<file path="config.mk">
export PLATFORM = sky130hd
export DESIGN_NAME = mem_access_stage
export DESIGN_NICKNAME = d
export VERILOG_FILES = /design/src/rtl/mem_access_stage_pkg.sv /design/src/rtl/mem_access_stage_wait_timer.sv /design/src/rtl/mem_access_stage.sv
export SDC_FILE = /design/constraint.sdc
export NUM_CORES = 1
export LEC_CHECK = 0
export ABC_AREA = 1
export CORE_UTILIZATION = 42
export DETAILED_ROUTE_END_ITERATION = 8
export GPL_TIMING_DRIVEN = 0
export PLACE_DENSITY_LB_ADDON = 0.05
export SLEW_MARGIN = 20
export SYNTH_ARGS = -nofsm -noshare
export SYNTH_HDL_FRONTEND = slang
export SYNTH_SLANG_ARGS = --single-unit
</file>
<file path="constraint.sdc">
create_clock -name clk -period 1.2 [get_ports clk]
set_input_delay 0.12 -clock clk [delete_from_list [all_inputs] [get_ports clk]]
set_output_delay 0.12 -clock clk [all_outputs]
set_load 0.02 [all_outputs]
</file>
<file path="src/rtl/mem_access_stage_pkg.sv">
`default_nettype none
// ============================================================================
//  Module   : mem_access_stage_pkg
//  Purpose  : Shared constants for the MEM pipeline stage: default data / PC /
//             address widths, watchdog counter width and FSM state encodings.
//  Contents : c_DSIZE, c_ISIZE, c_AW, c_MAX_WAIT, c_CNT_W,
//             c_ST_IDLE / c_ST_BUSY, is_mem_op()
//  Revision : 1.0  initial release
// ============================================================================
package mem_access_stage_pkg;

    localparam int c_DSIZE    = 16;   // register file / memory word width
    localparam int c_ISIZE    = 16;   // PC width
    localparam int c_AW       = 8;    // data-memory word-address width
    localparam int c_MAX_WAIT = 15;   // BUSY cycles without ack before abort
    localparam int c_CNT_W    = 8;    // wide enough for MAX_WAIT up to 255

    localparam logic [0:0] c_ST_IDLE = 1'b0;
    localparam logic [0:0] c_ST_BUSY = 1'b1;

    // A load and a store together still count as one memory operation; the
    // store direction takes priority where the direction is decided.
    function automatic logic is_mem_op(input logic mem_read, input logic mem_write);
        return mem_read | mem_write;
    endfunction

endpackage
`default_nettype wire

</file>
<file path="src/rtl/mem_access_stage_wait_timer.sv">
`default_nettype none
// ============================================================================
//  Module   : mem_wait_timer
//  Purpose  : Counts BUSY cycles that pass without a memory acknowledge and
//             flags when the current cycle is the last one allowed.
//  Ports    : clk, rst      clock / synchronous active-high reset
//             i_clear       force the count to zero (held while idle)
//             i_enable      advance the count by one this cycle
//             o_expired     count has reached MAX_WAIT-1
//  Revision : 1.0  initial release
// ============================================================================
module mem_wait_timer
    import mem_access_stage_pkg::*;
#(
    parameter int MAX_WAIT = c_MAX_WAIT
) (
    input  logic clk,
    input  logic rst,
    input  logic i_clear,
    input  logic i_enable,
    output logic o_expired
);

    logic [c_CNT_W-1:0] r_count;

    always_ff @(posedge clk) begin
        if (rst || i_clear) begin
            r_count <= '0;
        end else if (i_enable && !o_expired) begin
            r_count <= r_count + 1'b1;
        end
    end

    // Expiry is reported during the final permitted cycle so the owner can
    // abort on the same edge that would otherwise start cycle MAX_WAIT+1.
    assign o_expired = (r_count == c_CNT_W'(MAX_WAIT - 1));

endmodule
`default_nettype wire

</file>
<file path="src/rtl/mem_access_stage.sv">
`default_nettype none
// ============================================================================
//  Module   : mem_access_stage
//  Purpose  : MEM pipeline stage. Takes the EX/MEM register outputs, performs
//             data-memory loads/stores over a req/ack bus, selects write-back
//             data (ALU result, load data or jal link PC) and registers it as
//             the MEM/WB pipeline register. A two-state FSM stalls upstream
//             while an access is outstanding; a watchdog aborts accesses that
//             are never acknowledged and sets a sticky error flag.
//  Ports    : clk, rst                 clock / sync active-high reset
//             w_addr_in, w_data_in     destination reg, ALU result (addr)
//             Rdata2_in                store data
//             memWrite_in, memRead_in  store / load request
//             memToReg_in, wen_in      WB select load data, RF write enable
//             jal_in, PC_in            WB select link PC
//             mem_req/we/addr/wdata    memory request bus (outputs)
//             mem_rdata, mem_ack       memory response
//             stall                    hold EX/MEM contents stable
//             wb_addr/wb_data/wb_wen   MEM/WB register
//             mem_err                  sticky access timeout flag
//  Revision : 1.0  initial release
// ============================================================================
module mem_access_stage
    import mem_access_stage_pkg::*;
#(
    parameter int DSIZE    = c_DSIZE,
    parameter int ISIZE    = c_ISIZE,
    parameter int AW       = c_AW,
    parameter int MAX_WAIT = c_MAX_WAIT
) (
    input  logic             clk,
    input  logic             rst,
    input  logic [3:0]       w_addr_in,
    input  logic [DSIZE-1:0] w_data_in,
    input  logic [DSIZE-1:0] Rdata2_in,
    input  logic             memWrite_in,
    input  logic             memRead_in,
    input  logic             memToReg_in,
    input  logic             wen_in,
    input  logic             jal_in,
    input  logic [ISIZE-1:0] PC_in,
    output logic             mem_req,
    output logic             mem_we,
    output logic [AW-1:0]    mem_addr,
    output logic [DSIZE-1:0] mem_wdata,
    input  logic [DSIZE-1:0] mem_rdata,
    input  logic             mem_ack,
    output logic             stall,
    output logic [3:0]       wb_addr,
    output logic [DSIZE-1:0] wb_data,
    output logic             wb_wen,
    output logic             mem_err
);

    logic [0:0]       r_state;

    // Fields captured when a memory op is accepted; upstream is free to change
    // its outputs only after the stall drops, but latching keeps the access
    // self-contained.
    logic             r_mem_req;
    logic             r_we;
    logic [DSIZE-1:0] r_alu;
    logic [DSIZE-1:0] r_wdata;
    logic [3:0]       r_dest;
    logic             r_wen;
    logic             r_m2r;
    logic             r_jal;
    logic [DSIZE-1:0] r_pc;

    logic [3:0]       r_wb_addr;
    logic [DSIZE-1:0] r_wb_data;
    logic             r_wb_wen;
    logic             r_mem_err;

    logic             w_mem_op;
    logic             w_idle;
    logic             w_busy;
    logic             w_expired;
    logic [DSIZE-1:0] w_pc_ext;
    logic [DSIZE-1:0] w_busy_wb_data;

    // Link PC is zero-extended or truncated to the data width.
    generate
        if (ISIZE >= DSIZE) begin : g_pc_trunc
            assign w_pc_ext = PC_in[DSIZE-1:0];
        end else begin : g_pc_ext
            assign w_pc_ext = {{(DSIZE-ISIZE){1'b0}}, PC_in};
        end
    endgenerate

    assign w_mem_op = is_mem_op(memRead_in, memWrite_in);
    assign w_idle   = (r_state == c_ST_IDLE);
    assign w_busy   = (r_state == c_ST_BUSY);

    // The cycle that completes or aborts an access releases upstream, so the
    // instruction moves on exactly on the edge that retires it.
    assign stall = (w_idle && w_mem_op) || (w_busy && !mem_ack && !w_expired);

    // Jal is checked first so a link write-back can never be overridden.
    assign w_busy_wb_data = r_jal ? r_pc : (r_m2r ? mem_rdata : r_alu);

    mem_wait_timer #(
        .MAX_WAIT (MAX_WAIT)
    ) u_wait_timer (
        .clk       (clk),
        .rst       (rst),
        .i_clear   (w_idle),
        .i_enable  (w_busy && !mem_ack),
        .o_expired (w_expired)
    );

    always_ff @(posedge clk) begin
        if (rst) begin
            r_state   <= c_ST_IDLE;
            r_mem_req <= 1'b0;
            r_we      <= 1'b0;
            r_alu     <= '0;
            r_wdata   <= '0;
            r_dest    <= '0;
            r_wen     <= 1'b0;
            r_m2r     <= 1'b0;
            r_jal     <= 1'b0;
            r_pc      <= '0;
            r_wb_addr <= '0;
            r_wb_data <= '0;
            r_wb_wen  <= 1'b0;
            r_mem_err <= 1'b0;
        end else begin
            case (r_state)
                c_ST_IDLE: begin
                    if (w_mem_op) begin
                        r_state   <= c_ST_BUSY;
                        r_mem_req <= 1'b1;
                        r_we      <= memWrite_in;
                        r_alu     <= w_data_in;
                        r_wdata   <= Rdata2_in;
                        r_dest    <= w_addr_in;
                        r_wen     <= wen_in;
                        r_m2r     <= memToReg_in;
                        r_jal     <= jal_in;
                        r_pc      <= w_pc_ext;
                        r_wb_wen  <= 1'b0;   // bubble while the access runs
                    end else begin
                        r_wb_addr <= w_addr_in;
                        r_wb_data <= jal_in ? w_pc_ext : w_data_in;
                        r_wb_wen  <= wen_in;
                    end
                end
                c_ST_BUSY: begin
                    if (mem_ack) begin
                        // Ack beats a coincident timeout.
                        r_state   <= c_ST_IDLE;
                        r_mem_req <= 1'b0;
                        r_wb_addr <= r_dest;
                        r_wb_data <= w_busy_wb_data;
                        r_wb_wen  <= r_wen & ~r_we;   // stores never write back
                    end else if (w_expired) begin
                        r_state   <= c_ST_IDLE;
                        r_mem_req <= 1'b0;
                        r_mem_err <= 1'b1;
                        r_wb_wen  <= 1'b0;
                    end else begin
                        r_wb_wen  <= 1'b0;
                    end
                end
                default: begin
                    r_state   <= c_ST_IDLE;
                    r_mem_req <= 1'b0;
                end
            endcase
        end
    end

    assign mem_req   = r_mem_req;
    assign mem_we    = r_we;
    assign mem_addr  = r_alu[AW-1:0];
    assign mem_wdata = r_wdata;
    assign wb_addr   = r_wb_addr;
    assign wb_data   = r_wb_data;
    assign wb_wen    = r_wb_wen;
    assign mem_err   = r_mem_err;

endmodule
`default_nettype wire

</file>
Word level (Yosys, flattened, before mapping)
Index checks and enable logic that the tools add are counted.
{ "op_classes": {"bitwise": 5, "mux": 20, "n_reduce_logical": 11, "n_eq_ne": 5, "add_sub_neg": 1} }
{ "ops": {"columns": ["op", "count"], "rows": [
  ["16-bit two-way mux", 5],
  ["16-bit case mux with 2 select lines", 1],
  ["8-bit by 1-bit adder with 8-bit output (second input constant)", 1],
  ["8-bit by 4-bit equality test with 1-bit output (second input constant)", 1],
  ["1-bit two-way mux", 8],
  ["4-bit two-way mux", 2],
  ["4-bit case mux with 2 select lines", 1],
  ["2-bit inequality test (second input constant)", 3],
  ["1-bit case mux with 2 select lines", 3],
  ["2-bit AND reduction", 3],
  ["1-bit logical AND", 3],
  ["3-bit by 2-bit inequality test with 1-bit output (second input constant)", 1],
  ["1-bit NOT", 3],
  ["3-bit AND reduction", 1],
  ["1-bit logical NOT", 2],
  ["1-bit logical OR", 2],
  ["1-bit bitwise AND", 1],
  ["1-bit bitwise OR", 1]
]} }
{ "totals": {"register_bits": 88, "inputBits": 76} }

Depth between registers and ports, before layout
{ "depth": {"ltp_word": 4, "ltp_mapped": 8, "depth_no_buf": 8} }

Modules after synthesis
From an unflattened synthesis, not the netlist that was laid out.
{ "hier_totals": {"cells_unflattened": 637, "hier_area_um2": 4224.1} }
{ "by_module_without_submodules": {"columns": ["mod", "instances", "cells_per_inst", "area_each_um2"], "rows": [
  ["mem_access_stage", 1, 565, 3754.9],
  ["mem_wait_timer", 1, 72, 469.2]
]} }

Worst setup path before layout
No wires, ideal clock.
{ "synth_path": {"kind": "register to output", "start": "register u_wait_timer.r_count[0]", "end": "output stall", "stages_incl_launch_ff": 6, "path_slack_ns": 0.003, "required_time_ns": 1.080, "t_arrival_ns": 1.077, "path_cell_list": "dfxtp_1 inv_1 ha_1 nand3_2 o21ai_2 nand2_1"} }
{ "synth_between": {"elab_chain_cells": 4} }
{ "synth_lines": {"columns": ["element", "line", "source"], "rows": [
  ["start, declared", "mem_access_stage_wait_timer.sv:24", "logic [c_CNT_W-1:0] r_count;"],
  ["start signal, assigned", "mem_access_stage_wait_timer.sv:30", "r_count <= r_count + 1'b1;"],
  ["8-bit by 4-bit equality test with 1-bit output", "mem_access_stage_wait_timer.sv:36", "assign o_expired = (r_count == c_CNT_W'(MAX_WAIT - 1));"],
  ["1-bit logical NOT", "mem_access_stage.sv:97", "assign stall = (w_idle && w_mem_op) || (w_busy && !mem_ack && !w_expired);"],
  ["1-bit logical AND", "mem_access_stage.sv:97", null],
  ["1-bit logical OR", "mem_access_stage.sv:97", null],
  ["end, declared", "mem_access_stage.sv:48", "output logic stall,"]
]} }
No other way between the ends.

Worst setup path after layout
Ends and elaborated chain as after synthesis.

==> flow_metrics.tcl <==
set metrics [dict create \
    final_nets 816 \
    rsz0062_at_grt "true" \
    setup_violations 47 \
    hp-class "in2reg" \
    slowest_delay_ns 0.34 \
    grt_pass1_wl_um 21100 \
    worstMarginPinSlew_ns 0.602 \
    layout_min_cycle_time_ns 1.49 \
    critPathLaunch "u_wait_timer.r_count[0]" \
    pin_count 125 \
    crit_path_end_kind "output port" \
    insertion_delay_ns 0.37 \
    dp_cells 839 \
    ys_seq_elements 88 \
    cp_top_family "flip-flops" \
    dp_slack_ns -0.884 \
    drive_above_1_share_pct 24.2 \
    violations "negative setup slack" \
    antenna_cells 0 \
    seqCellArea_mm2 0.00178 \
    finalWorstSetupSlack_ns -0.288 \
    cts_made_buffers 9 \
    post-dp-hpwl_um 8980 \
    rrSetupSlack_ns -0.25 \
    period_share_pct 124 \
    syn_area_per_cell_um2 6.93 \
    antenna_found_initial 0 \
    final_common_cell "nor2_1" \
    crit_slowest_cell "dfxtp_2" \
    cp_num_cells 6 \
    ys_seq_area_share_pct 43.3 \
    crit_end "stall" \
    fmax_mhz 672 \
    multi_input_area_mm2 0.00220 \
    p_per_area_mw_per_mm2 1240 \
    drt-wirelength-per-cell_um 15.7 \
    grt_max_degree 15 \
    max-cap-violations 0 \
    relSlewSlack_pct 59.9 \
    wl_um 13700 \
    ant_nets 0 \
    cts_hold_buf 0 \
    dieArea_mm2 0.0101 \
    clock-sinks 88 \
    clkTransAtPathRegs_ns 0.09 \
    grt_usage_pct 27.1 \
    hold_violations 0 \
    critical_path.max_fanout 2 \
    path_cells "inv_2 > ha_4 > nand3_4 > o21ai_4 > nand2_2 > buf_6" \
    portBuffers 123 \
    htree_levels 3 \
    core-area_mm2 0.00933 \
    synth_nets 665 \
    drc_errors 0 \
    path_buf_inv 2 \
    gp_congestion 0.895 \
    worstRegToRegCells 9 \
    fillers 778 \
    area_growth_pct 55.1 \
    tns_ns -5.55 \
    drv_slew 0 \
    synthesis.area_mm2 0.00407 \
    r2r_start "u_wait_timer.r_count[0]" \
    cts_tree "built" \
    drt_iter0_drc 226 \
    start_kind "flop" \
    ir_worst_vdd_mv 0.644 \
    fp.dieW_um 100 \
    grt_pass1_vias 4373 \
    cts_max_path_buffers 2 \
    num_vias 4475 \
    rows 35 \
    root_buffer "clkbuf_8" \
    gr-total-overflow 0 \
    synthCells 587 \
    whs_ns 0.126 \
    ys_warn_count 0 \
    vias_per_cell 5.13 \
    first_pass_iters 5 \
    setup.worst_path.class "reg2out" \
    p_leak_uw 0.00266 \
    critical_path_required_ns 1.08 \
    synth_cell_types 25 \
    start_util_pct 43.6 \
    crit_arrival_ns 1.37 \
    finClkSkew_ns 0.0129 \
    r2r-end "u_wait_timer.r_count[2]" \
    die_h_um 100 \
    status "finished with violations" \
    stdcell_count 872 \
    layout_common_cells "nor2_1, dfxtp_1, clkdlybuf4s50_1, nand2_1, o21ai_0" \
]
==> sequential cells by signal (all words and copies together), names as in the netlist, 4 cells and up <==
register	flops
mem_wdata	16
r_alu	16
r_pc	16
wb_data	16
u_wait_timer.r_count	8
r_dest	4
wb_addr	4
==> where the power goes <==
group	switching [µW]	total [µW]	leakage (µW)	internal [µW]
registers	142	3330	0.000734	3190
logic	1300	2340	0.00182	1040
clock network	1110	2130	0.0000993	1020
total	2550	7800	0.00266	5250
==> layer usage <==
layer | wire [µm] | track usage (%)
met4 | 337 | 10.9
met5 | 0 | 0
met1 | 5780 | 34.8
met2 | 6490 | 44.9
met3 | 1090 | 5.08
==> final cells by class <==
cell class | count | area share, %
multi-input combinational | 406 | 34.8
tap | 129 | 2.56
clock buffer | 11 | 2.24
timing repair buffer | 141 | 22.0
sequential | 88 | 28.2
clock inverter | 5 | 0.892
buffer | 46 | 6.40
inverter | 46 | 2.90
==> worst min-delay path by stage <==
stage / end / cells past startpoint / startpoint / slack, ns
finish: r_state / 2 / rst / 0.13
global route: r_state / 2 / rst / 0.15
CTS: mem_wdata[15] / 3 / Rdata2_in[15] / 0.33
detailed placement: r_alu[9] / 2 / r_alu[9] / 0.44
global placement: r_alu[14] / 2 / r_alu[14] / 0.43
floorplan: r_state / 1 / rst / 0.19
==> repair_timing <==
item                                    CTS  global route
pin swaps                                14            25
gates resized for setup                 190           137
endpoints found under the setup margin  135            96
gates cloned                              3             2
setup buffers                            11             6
endpoints found under the hold margin     0             0
==> through the flow <==
step	util, %	cell area [µm²]	total power [µW]
floorplan	-	4070	4400
detailed placement	58.6	5460	5290
finish	67.6	6310	7800
CTS	64.8	6040	7540
global placement	58.6	5460	5250
global route	67.6	6310	8150
==> logic make-up (layout without fill, tap and decap cells) <==
| family | Yosys count | after routing | share of synthesized area (%) |
|---|---|---|---|
| and+or+nand+nor | 213 | 213 | 21.2 |
| AOI/OAI and AO/OA | 188 | 188 | 23.3 |
| buffers and inverters | 93 | 249 | 10.9 |
| DFF | 88 | 88 | 43.3 |
| xor gates and xnor gates | 3 | 3 | 0.646 |
| adders and majority gates | 2 | 2 | 0.615 |
==> cell usage after synthesis <==
cell type | count | area share, %
nor2_1 | 130 | 12
inv_1 | 43 | 4.0
nor2_2 | 1 | 0.15
o21ai_2 | 1 | 0.22
nor2_4 | 2 | 0.55
nand4_1 | 1 | 0.15
a21oi_1 | 59 | 7.3
ha_1 | 2 | 0.61
xor2_1 | 2 | 0.43
buf_6 | 3 | 0.83
nand2_1 | 71 | 6.5
inv_2 | 1 | 0.092
nor2_8 | 2 | 0.98
a211oi_1 | 1 | 0.18
xnor2_1 | 1 | 0.22
o21ai_1 | 5 | 0.61
o21ai_0 | 122 | 15
buf_4 | 10 | 1.8
dfxtp_1 | 88 | 43
clkbuf_1 | 10 | 0.92
buf_2 | 18 | 2.2
inv_4 | 2 | 0.31
nand3_1 | 5 | 0.61
nand3_2 | 1 | 0.25
clkbuf_2 | 6 | 0.74
Note: power is estimated with default switching activity, not from simulation.
